$ cat config.mk
export PLATFORM = sky130hd
export DESIGN_NAME = fix_serializer
export DESIGN_NICKNAME = d
export VERILOG_FILES = /design/src/rtl/fix_serializer.sv
export SDC_FILE = /design/constraint.sdc
export NUM_CORES = 1
export LEC_CHECK = 0
export ABC_AREA = 1
export CAP_MARGIN = 20
export CORE_MARGIN = 5
export CORE_UTILIZATION = 45
export DETAILED_ROUTE_END_ITERATION = 6
export PLACE_DENSITY = 0.75
export SYNTH_ARGS = -nofsm -noshare
export SYNTH_HDL_FRONTEND = slang
export SYNTH_SLANG_ARGS = --single-unit
$ cat constraint.sdc
create_clock -name clk -period 1.5 [get_ports clk]
set_input_delay 0.15 -clock clk [delete_from_list [all_inputs] [get_ports clk]]
set_output_delay 0.15 -clock clk [all_outputs]
set_load 0.005 [all_outputs]
$ cat src/rtl/fix_serializer.sv
// rtl/fix_serializer.sv - FIX tag/value byte serializer; define FIX_SER_CHECKSUM_EN for the tag-10 trailer
module fix_serializer (
  input  logic       clk,
  input  logic       rst,
  input  logic [7:0] in_data_i,
  input  logic       in_kind_i,
  input  logic       in_last_i,
  input  logic       in_msg_last_i,
  input  logic       in_valid_i,
  output logic       in_ready_o,
  output logic [7:0] data_o,
  output logic       out_valid_o,
  input  logic       out_ready_i,
  output logic       new_message_o,
  output logic       end_message_o,
  output logic       err_o
);

  localparam logic [7:0] EQ_BYTE  = 8'h3D;
  localparam logic [7:0] SOH_BYTE = 8'h01;

  typedef enum logic [3:0] {
    IDLE, PRE, TAG, EQ, VAL, SOH
`ifdef FIX_SER_CHECKSUM_EN
    , CK1, CK0, CKEQ, CKD2, CKD1, CKD0, CKSOH
`endif
  } state_t;

  state_t     state_q, state_d;
  logic [7:0] hold_q;
  logic       hold_last_q;
  logic       final_q;

  logic       slot_free;
  logic       accept;
  logic       load;
  logic [7:0] load_byte;
  logic       load_end;
  logic       hold_we;
  logic       final_we;
  logic       err_d;

  assign slot_free     = ~out_valid_o | out_ready_i;
  assign in_ready_o    = ~rst & slot_free &
                         ((state_q == IDLE) | (state_q == TAG) | (state_q == VAL));
  assign accept        = in_valid_i & in_ready_o;
  assign new_message_o = (state_q == PRE);

`ifdef FIX_SER_CHECKSUM_EN
  logic [7:0] sum_q;
  logic       trailer;
  logic [7:0] ck_d2, ck_d1, ck_d0;

  // The running sum stops at the final SOH, so trailer bytes never feed back into it.
  assign trailer = (state_q == CK1)  | (state_q == CK0)  | (state_q == CKEQ) |
                   (state_q == CKD2) | (state_q == CKD1) | (state_q == CKD0) |
                   (state_q == CKSOH);
  assign ck_d2 = 8'h30 + (sum_q / 8'd100);
  assign ck_d1 = 8'h30 + ((sum_q / 8'd10) % 8'd10);
  assign ck_d0 = 8'h30 + (sum_q % 8'd10);
`endif

  // State register.
  always_ff @(posedge clk) begin
    if (rst) state_q <= IDLE;
    else     state_q <= state_d;
  end

  // Next state, output-slot load selection and side effects of each accepted byte.
  always_comb begin
    state_d   = state_q;
    load      = 1'b0;
    load_byte = 8'h00;
    load_end  = 1'b0;
    hold_we   = 1'b0;
    final_we  = 1'b0;
    err_d     = 1'b0;
    case (state_q)
      IDLE: begin
        if (accept) begin
          if (!in_kind_i) begin
            hold_we = 1'b1;
            state_d = PRE;
          end else begin
            err_d = 1'b1;
          end
        end
      end
      PRE: begin
        // Slot is always empty here: IDLE only accepts when it is free.
        load      = 1'b1;
        load_byte = hold_q;
        state_d   = TAG;
      end
      TAG: begin
        if (accept) begin
          load = 1'b1;
          if (!in_kind_i) begin
            load_byte = in_data_i;
          end else begin
            hold_we   = 1'b1;
            final_we  = 1'b1;
            load_byte = EQ_BYTE;
`ifndef FIX_SER_CHECKSUM_EN
            load_end  = in_msg_last_i;
`endif
            state_d   = EQ;
          end
        end
      end
      EQ: begin
        if (slot_free) begin
          load      = 1'b1;
          load_byte = hold_q;
          state_d   = hold_last_q ? SOH : VAL;
        end
      end
      VAL: begin
        if (accept) begin
          if (in_kind_i) begin
            load      = 1'b1;
            load_byte = in_data_i;
            if (in_last_i) state_d = SOH;
          end else begin
            err_d = 1'b1;
          end
        end
      end
      SOH: begin
        if (slot_free) begin
          load      = 1'b1;
          load_byte = SOH_BYTE;
`ifdef FIX_SER_CHECKSUM_EN
          state_d   = final_q ? CK1 : TAG;
`else
          state_d   = final_q ? IDLE : TAG;
`endif
        end
      end
`ifdef FIX_SER_CHECKSUM_EN
      CK1:   if (slot_free) begin load = 1'b1; load_byte = 8'h31;    state_d = CK0;   end
      CK0:   if (slot_free) begin load = 1'b1; load_byte = 8'h30;    state_d = CKEQ;  end
      CKEQ:  if (slot_free) begin load = 1'b1; load_byte = EQ_BYTE;  load_end = 1'b1; state_d = CKD2; end
      CKD2:  if (slot_free) begin load = 1'b1; load_byte = ck_d2;    state_d = CKD1;  end
      CKD1:  if (slot_free) begin load = 1'b1; load_byte = ck_d1;    state_d = CKD0;  end
      CKD0:  if (slot_free) begin load = 1'b1; load_byte = ck_d0;    state_d = CKSOH; end
      CKSOH: if (slot_free) begin load = 1'b1; load_byte = SOH_BYTE; state_d = IDLE;  end
`endif
      default: state_d = IDLE;
    endcase
  end

  // Output slot, hold byte, field-final flag and error strobe.
  always_ff @(posedge clk) begin
    if (rst) begin
      data_o        <= 8'h00;
      out_valid_o   <= 1'b0;
      end_message_o <= 1'b0;
      err_o         <= 1'b0;
      hold_q        <= 8'h00;
      hold_last_q   <= 1'b0;
      final_q       <= 1'b0;
    end else begin
      if (load) begin
        data_o        <= load_byte;
        out_valid_o   <= 1'b1;
        end_message_o <= load_end;
      end else if (out_ready_i) begin
        out_valid_o   <= 1'b0;
        end_message_o <= 1'b0;
      end
      if (hold_we) begin
        hold_q      <= in_data_i;
        hold_last_q <= in_kind_i & in_last_i;
      end
      if (final_we) final_q <= in_msg_last_i;
      err_o <= err_d;
    end
  end

`ifdef FIX_SER_CHECKSUM_EN
  // Checksum over every emitted byte of the message; restarts with the held first tag byte.
  always_ff @(posedge clk) begin
    if (rst)                   sum_q <= 8'h00;
    else if (state_q == PRE)   sum_q <= hold_q;
    else if (load && !trailer) sum_q <= sum_q + load_byte;
  end
`endif

endmodule
==> impl_metrics.prom, run 1 <==
# TYPE chip_impl_metric gauge
chip_impl_info{name="outcome",value="completed"} 1
chip_impl_metric{name="num_io_pins",unit=""} 28
chip_impl_metric{name="clockBufferDepth",unit=""} 2
chip_impl_metric{name="detail_route.drc_violations",unit=""} 0
chip_impl_metric{name="yosysUniqueCellTypes",unit=""} 20
chip_impl_info{name="worst_path_max_delay_cell",value="dfxtp_4"} 1
chip_impl_metric{name="die_h",unit="um"} 63.9
chip_impl_metric{name="setup_viol",unit=""} 0
chip_impl_metric{name="finalCriticalPeriod",unit="ns"} 1.49
chip_impl_metric{name="yosysWarnings",unit=""} 0
chip_impl_metric{name="fin_skew",unit="ns"} 0.00597
chip_impl_metric{name="timing.critical_path.slowest_cell_delay",unit="ns"} 0.38
chip_impl_metric{name="core_region_area",unit="sq um"} 2760
chip_impl_info{name="grt_setup_unrepaired",value="true"} 1
chip_impl_metric{name="gpl.final_weighted_congestion",unit=""} 0.898
chip_impl_info{name="tritoncts",value="yes"} 1
chip_impl_info{name="root_buffer",value="clkbuf_4"} 1
chip_impl_metric{name="nets",unit=""} 265
chip_impl_metric{name="grt_overflow_total",unit=""} 0
chip_impl_info{name="worst_r2r_startpoint",value="state_q[0]"} 1
chip_impl_info{name="timing.critical_path.cells",value="buf_6 -> nor2_4 -> nand3_4 -> nor2_4 -> buf_6 -> nand2_8 -> nand2_8 -> inv_6 -> nor2_2 -> nor2_1"} 1
chip_impl_info{name="timing.critical_path.from_type",value="flop"} 1
chip_impl_info{name="hold_path.class",value="input port to flop"} 1
chip_impl_metric{name="cp.buffers_inverters",unit=""} 3
chip_impl_metric{name="drv.max_cap_violation_count",unit=""} 0
chip_impl_metric{name="initial_core_util",unit=""} 0.473
chip_impl_metric{name="viasPerCell",unit=""} 5.65
chip_impl_metric{name="final_layout_size_suffix_gt1_frac",unit=""} 0.341
chip_impl_metric{name="power.share.sequential",unit=""} 0.352
chip_impl_info{name="most_used_cells_in_the_layout_excluding_fill_and_tap_cells",value="nand2_1 (29), clkdlybuf4s50_1 (25), nand3_1 (24), dfxtp_1 (21), buf_4 (21)"} 1
chip_impl_metric{name="dr_pass1_iterations",unit=""} 5
chip_impl_info{name="cp-end-kind",value="flop"} 1
chip_impl_metric{name="worst_ir_drop_vdd",unit="mV"} 1.04
chip_impl_metric{name="htree_levels",unit=""} 1
chip_impl_metric{name="slew_violations",unit=""} 0
chip_impl_metric{name="power_report.internal_total",unit="mW"} 1.34
chip_impl_metric{name="fp.dieArea",unit="sq um"} 4080
chip_impl_metric{name="dp_hpwl",unit="um"} 2560
chip_impl_metric{name="placed_cell_area",unit="sq um"} 1700
chip_impl_metric{name="timing.critical_path.arrival",unit="ns"} 1.71
chip_impl_metric{name="setup.reg_to_reg.worst_slack",unit="ns"} 0.01
chip_impl_metric{name="post_synth.cell_area_avg",unit="sq um"} 6.76
chip_impl_metric{name="critical_path.max_fanout",unit=""} 8
chip_impl_info{name="cp-startpoint",value="state_q[0]"} 1
chip_impl_metric{name="fin_area",unit="sq um"} 2100
chip_impl_metric{name="port-buffer-count",unit=""} 27
chip_impl_metric{name="synth.net_count",unit=""} 208
chip_impl_metric{name="routed_wl",unit="um"} 4420
chip_impl_metric{name="routed-via-count",unit=""} 1583
chip_impl_metric{name="power.net_switching",unit="mW"} 0.805
chip_impl_metric{name="clock_insertion_delay_worst_skew",unit="ns"} 0.32
chip_impl_metric{name="antenna_violations_before_repair",unit=""} 0
chip_impl_metric{name="placementRows",unit=""} 19
chip_impl_metric{name="area_overhead_vs_synth",unit="%"} 60.7
chip_impl_metric{name="num_antenna_cells",unit=""} 0
chip_impl_metric{name="ant_nets",unit=""} 0
chip_impl_metric{name="crit_required",unit="ns"} 1.73
chip_impl_metric{name="grt_start_max_net_pins",unit=""} 15
chip_impl_metric{name="setup_total_negative_slack",unit="ns"} 0
chip_impl_metric{name="power.density_cell_area",unit="nW/um^2"} 1020
chip_impl_metric{name="syn_inst",unit=""} 193
chip_impl_metric{name="timing_worst_slew_pin_value",unit="ns"} 0.301
chip_impl_metric{name="drt-wirelength-per-cell",unit="um"} 15.8
chip_impl_metric{name="power_frac_comb",unit=""} 0.484
chip_impl_metric{name="sequential_to_total_area_share_from_yosys_stat",unit=""} 0.368
chip_impl_metric{name="cts_buffers",unit=""} 3
chip_impl_metric{name="via_count_of_the_first_global_routing_pass",unit=""} 1487
chip_impl_metric{name="clkSinkCount",unit=""} 24
chip_impl_metric{name="layout_worst_path_cycle_share",unit=""} 0.991
chip_impl_metric{name="power_frac_clock",unit=""} 0.163
chip_impl_metric{name="detailedPlace.worstSlack",unit="ns"} -0.149
chip_impl_metric{name="post-layout-total-power",unit="mW"} 2.15
chip_impl_metric{name="timing.final.hold_violations",unit=""} 0
chip_impl_metric{name="grt_usage",unit=""} 0.190
chip_impl_metric{name="grt_first_pass_wirelength",unit="um"} 6400
chip_impl_metric{name="syn_area",unit="sq um"} 1310
chip_impl_metric{name="die_width",unit="um"} 63.9
chip_impl_metric{name="fmax",unit="MHz"} 673
chip_impl_metric{name="clkSlewWorstSetupHoldPaths",unit="ns"} 0.14
chip_impl_metric{name="synth-seq-cells",unit=""} 24
chip_impl_metric{name="postLayoutSetupSlackWorst",unit="ns"} 0.0139
chip_impl_info{name="min_from",value="in_data_i[1]"} 1
chip_impl_info{name="mostFrequentLayoutCell",value="nand2_1"} 1
chip_impl_metric{name="worst_slew_margin_rel",unit=""} 0.799
chip_impl_info{name="setup.worst_path.class",value="flop to flop"} 1
chip_impl_metric{name="power.share.switching",unit=""} 0.375
chip_impl_metric{name="layout.core_utilization",unit=""} 0.760
chip_impl_metric{name="p_leak",unit="nW"} 0.925
chip_impl_info{name="critical-path-top-delay-family",value="simple AND/OR/NAND/NOR gates"} 1
chip_impl_metric{name="drt_iter0_markers",unit=""} 143
## power by group through the flow
stage / Sequential [mW] / Clock, mW / Combinational, mW
global route: 0.766 / 0.385 / 1.12
floorplan: 0.747 / 0 / 0.418
detailed placement: 0.773 / 0 / 0.695
global placement: 0.770 / 0 / 0.683
finish: 0.757 / 0.351 / 1.04
CTS: 0.751 / 0.358 / 0.792
## metal layers
layer,vias to the layer above,wire [um],GRT usage,part of all wire
li1,756,-,-,-
met1,728,1680,0.225,0.38
met2,81,2250,0.309,0.51
met3,18,305,0.0385,0.069
met4,0,182,0.122,0.041
met5,-,0,0,0
## worst min-delay path, delay by kind of cell
family,cells,cell delay (ns)
AO/OA/AOI/OAI,1,0.06
buffers and inverters,1,0.43
AND/OR/NAND/NOR,1,0.10
## repair_timing
item / in CTS / in global routing
cloned: 0 / 1
hold endpoints to repair: 0 / 0
hold buffers: 0 / 0
setup buffers: 9 / 7
setup endpoints to repair: 18 / 24
pin swaps: 2 / 13
gates resized for setup: 16 / 45
## synth_stat cells (all sizes together)
cell type / instances / share of area
nand3: 37 / 0.16
o21ai: 9 / 0.035
nor2: 24 / 0.082
dfxtp: 24 / 0.37
inv: 23 / 0.066
o21a: 1 / 0.0058
nand2: 41 / 0.14
clkbuf: 2 / 0.0058
nand4: 11 / 0.053
buf: 5 / 0.023
a21oi: 16 / 0.061
## final timing paths
check / depth (start not counted) / to
min: 3 / hold_q[1]
min reg2reg: 2 / final_q
max: 10 / data_o[2]
max reg2reg: 10 / data_o[2]
## kinds of logic after synthesis
logic type / count (synthesis) / share of synthesized area
buf+inv: 30 / 0.0949
simple gates: 113 / 0.435
compound gates: 26 / 0.102
flops: 24 / 0.368
## flip-flops by register name, summed over array words and instances (netlist names)
register and cells:
data_o 8, end_message_o 1, err_o 1, final_q 1, hold_last_q 1, hold_q 8
out_valid_o 1, state_q 3
## metrics by stage
step / hold slack, ns / cells
6_report: 0.451 / 280
5_1_grt: 0.457 / 280
4_1_cts: 0.432 / 272
3_5_place_dp: 0.454 / 259
3_3_place_gp: 0.453 / 259
2_1_floorplan: 0.219 / 193
## final cells by class
cell class	count	area, sq um
clock buffer	4	36.3
inverter	23	91.3
fill	195	661
timing repair buffer	59	554
multi-input combinational	139	887
tap	31	38.8
sequential	24	489
Power figures use the tool's default switching activity.
==> run 2, diff against run 1 <==
--- a/config.mk
+++ b/config.mk
@@ -14,3 +14,4 @@
 export SYNTH_ARGS = -nofsm -noshare
 export SYNTH_HDL_FRONTEND = slang
 export SYNTH_SLANG_ARGS = --single-unit
+export TNS_END_PERCENT = 5
==> impl_metrics.prom, run 2 (same netlist as run 1, synthesis figures left out) <==
# TYPE chip_impl_metric gauge
chip_impl_info{name="outcome",value="finished with violations"} 1
chip_impl_info{name="violations",value="setup timing"} 1
chip_impl_info{name="min_from",value="in_data_i[6]"} 1
chip_impl_metric{name="postLayoutSetupSlackWorst",unit="ns"} -0.0337
chip_impl_metric{name="fp.dieArea",unit="sq um"} 4080
chip_impl_info{name="worst_r2r_startpoint",value="state_q[2]"} 1
chip_impl_metric{name="worst_hold_path.num_cells",unit=""} 3
chip_impl_info{name="setup.worst_path.class",value="flop to output port"} 1
chip_impl_metric{name="power.share.switching",unit=""} 0.357
chip_impl_metric{name="clock_insertion_delay_worst_skew",unit="ns"} 0.32
chip_impl_metric{name="setup.reg_to_reg.worst_slack",unit="ns"} -0.03
chip_impl_metric{name="clkSlewWorstSetupHoldPaths",unit="ns"} 0.14
chip_impl_metric{name="final_layout_size_suffix_gt1_frac",unit=""} 0.238
chip_impl_metric{name="finalCriticalPeriod",unit="ns"} 1.53
chip_impl_metric{name="routed-via-count",unit=""} 1436
chip_impl_metric{name="fin_area",unit="sq um"} 1860
chip_impl_metric{name="setup_viol",unit=""} 3
chip_impl_metric{name="fin_skew",unit="ns"} 0.00882
chip_impl_info{name="tritoncts",value="yes"} 1
chip_impl_metric{name="placed_cell_area",unit="sq um"} 1700
chip_impl_metric{name="slew_violations",unit=""} 0
chip_impl_metric{name="layout.core_utilization",unit=""} 0.674
chip_impl_info{name="most_used_cells_in_the_layout_excluding_fill_and_tap_cells",value="nand2_1 (32), nand3_1 (31), clkdlybuf4s50_1 (25), buf_4 (22), dfxtp_1 (21)"} 1
chip_impl_metric{name="power_frac_clock",unit=""} 0.181
chip_impl_metric{name="initial_core_util",unit=""} 0.473
chip_impl_metric{name="setup_total_negative_slack",unit="ns"} -0.0768
chip_impl_metric{name="instances_no_fill",unit=""} 271
chip_impl_metric{name="timing.critical_path.slowest_cell_delay",unit="ns"} 0.38
chip_impl_metric{name="critical_path.max_fanout",unit=""} 3
chip_impl_info{name="mostFrequentLayoutCell",value="nand2_1"} 1
chip_impl_metric{name="viasPerCell",unit=""} 5.30
chip_impl_info{name="root_buffer",value="clkbuf_4"} 1
chip_impl_metric{name="power.net_switching",unit="mW"} 0.684
chip_impl_metric{name="fmax",unit="MHz"} 652
chip_impl_metric{name="drv.max_cap_violation_count",unit=""} 0
chip_impl_metric{name="detail_route.drc_violations",unit=""} 0
chip_impl_info{name="grt_setup_unrepaired",value="true"} 1
chip_impl_metric{name="dp_hpwl",unit="um"} 2560
chip_impl_metric{name="antenna_violations_before_repair",unit=""} 0
chip_impl_info{name="min_to",value="hold_q[6]"} 1
chip_impl_metric{name="power.share.sequential",unit=""} 0.395
chip_impl_metric{name="timing.final.hold_violations",unit=""} 0
chip_impl_info{name="timing.critical_path.cells",value="buf_4 -> nor2_2 -> nand3_2 -> inv_1 -> dlygate4sd2_1"} 1
chip_impl_metric{name="num_antenna_cells",unit=""} 0
chip_impl_info{name="timing.critical_path.from_type",value="flop"} 1
chip_impl_metric{name="gpl.final_weighted_congestion",unit=""} 0.898
chip_impl_metric{name="via_count_of_the_first_global_routing_pass",unit=""} 1454
chip_impl_metric{name="p_leak",unit="nW"} 0.844
chip_impl_metric{name="drt-wirelength-per-cell",unit="um"} 13.7
chip_impl_metric{name="placementRows",unit=""} 19
chip_impl_metric{name="num_io_pins",unit=""} 28
chip_impl_info{name="worst_path_max_delay_cell",value="dfxtp_4"} 1
chip_impl_metric{name="fillCellCount",unit=""} 241
chip_impl_metric{name="ant_nets",unit=""} 0
chip_impl_metric{name="htree_levels",unit=""} 1
chip_impl_info{name="timing.rr.end",value="end_message_o"} 1
chip_impl_metric{name="footprint_of_the_multi_input_gates",unit="sq um"} 751
chip_impl_metric{name="worst_ir_drop_vdd",unit="mV"} 0.990
chip_impl_metric{name="power_report.internal_total",unit="mW"} 1.23
chip_impl_metric{name="layout_worst_path_cycle_share",unit=""} 1.02
chip_impl_info{name="hold_path.class",value="input port to flop"} 1
chip_impl_metric{name="fin_hold_ws",unit="ns"} 0.446
chip_impl_metric{name="worst_slew_margin_rel",unit=""} 0.712
chip_impl_metric{name="die_h",unit="um"} 63.9
chip_impl_metric{name="grt_usage",unit=""} 0.188
chip_impl_metric{name="final-seq-area",unit="sq um"} 489
chip_impl_metric{name="crit_required",unit="ns"} 1.35
chip_impl_metric{name="power_frac_comb",unit=""} 0.424
chip_impl_metric{name="timing.critical_path.arrival",unit="ns"} 1.38
chip_impl_metric{name="routed_wl",unit="um"} 3710
chip_impl_metric{name="timing_worst_slew_pin_value",unit="ns"} 0.430
chip_impl_info{name="cp-end-kind",value="output port"} 1
chip_impl_metric{name="grt_overflow_total",unit=""} 0
chip_impl_metric{name="port-buffer-count",unit=""} 27
chip_impl_metric{name="die_width",unit="um"} 63.9
chip_impl_metric{name="nets",unit=""} 256
chip_impl_metric{name="dr_pass1_iterations",unit=""} 4
chip_impl_metric{name="rr_worst_depth",unit=""} 10
chip_impl_info{name="biggestRegsByFlops",value="data_o: 8 flops, hold_q: 8 flops, state_q: 3 flops"} 1
chip_impl_metric{name="dp_cells",unit=""} 259
chip_impl_metric{name="power.density_cell_area",unit="nW/um^2"} 1030
chip_impl_metric{name="clkSinkCount",unit=""} 24
chip_impl_metric{name="grt_first_pass_wirelength",unit="um"} 6340
chip_impl_metric{name="cts_buffers",unit=""} 3
chip_impl_metric{name="core_region_area",unit="sq um"} 2760
chip_impl_metric{name="clockBufferDepth",unit=""} 2
chip_impl_metric{name="area_overhead_vs_synth",unit="%"} 42.4
chip_impl_metric{name="drt_iter0_markers",unit=""} 93
chip_impl_metric{name="grt_start_max_net_pins",unit=""} 15
==> run 2: repair_timing <==
item / in CTS / in global routing
hold buffers: 0 / 0
pin swaps: 1 / 0
resized for setup: 12 / 6
setup endpoints to repair: 18 / 22
setup buffers: 6 / 2
==> run 2: power by group through the flow <==
stage	clock [mW]	sequential [mW]	combinational, mW
2_1_floorplan	0	0.747	0.418
3_3_place_gp	0	0.770	0.683
3_5_place_dp	0	0.773	0.695
4_1_cts	0.358	0.757	0.758
5_1_grt	0.394	0.766	0.891
6_report	0.348	0.757	0.813
==> run 2: final cells by class <==
class	instances	area share
Clock buffer	4	0.0195
Inverter	23	0.0465
Multi-Input combinational cell	139	0.404
Sequential cell	24	0.263
Tap cell	31	0.0209
Timing Repair Buffer	50	0.246
==> run 2: metrics by stage <==
| stage | setup WS [ns] | power [mW] |
|---|---|---|
| 2_1_floorplan | 0.122 | 1.16 |
| 3_3_place_gp | -0.0976 | 1.45 |
| 3_5_place_dp | -0.149 | 1.47 |
| 4_1_cts | -0.0907 | 1.87 |
| 5_1_grt | -0.128 | 2.05 |
| 6_report | -0.0337 | 1.92 |
==> run 2: routing by layer <==
layer	share of wire	global-route usage
met1	0.42	0.226
met2	0.51	0.307
met3	0.056	0.0350
met4	0.010	0.114
met5	0	0
==> run 2: worst max-delay path: cells and delay by family, from the launching register on <==
family                 cells  cell delay [ns]
DFF                        1             0.38
buffers and inverters      3             0.44
and+or+nand+nor            2             0.25
==> run 2: worst max-delay path by stage <==
stage	start	slack [ns]	endpoint
after floorplan	state_q[1]	0.12	data_o[0]
after global placement	out_ready_i	-0.1	hold_q[0]
final	state_q[0]	-0.03	in_ready_o
after CTS	state_q[2]	-0.09	new_message_o
after global routing	state_q[0]	-0.13	hold_q[0]
after detailed placement	out_ready_i	-0.15	hold_q[0]
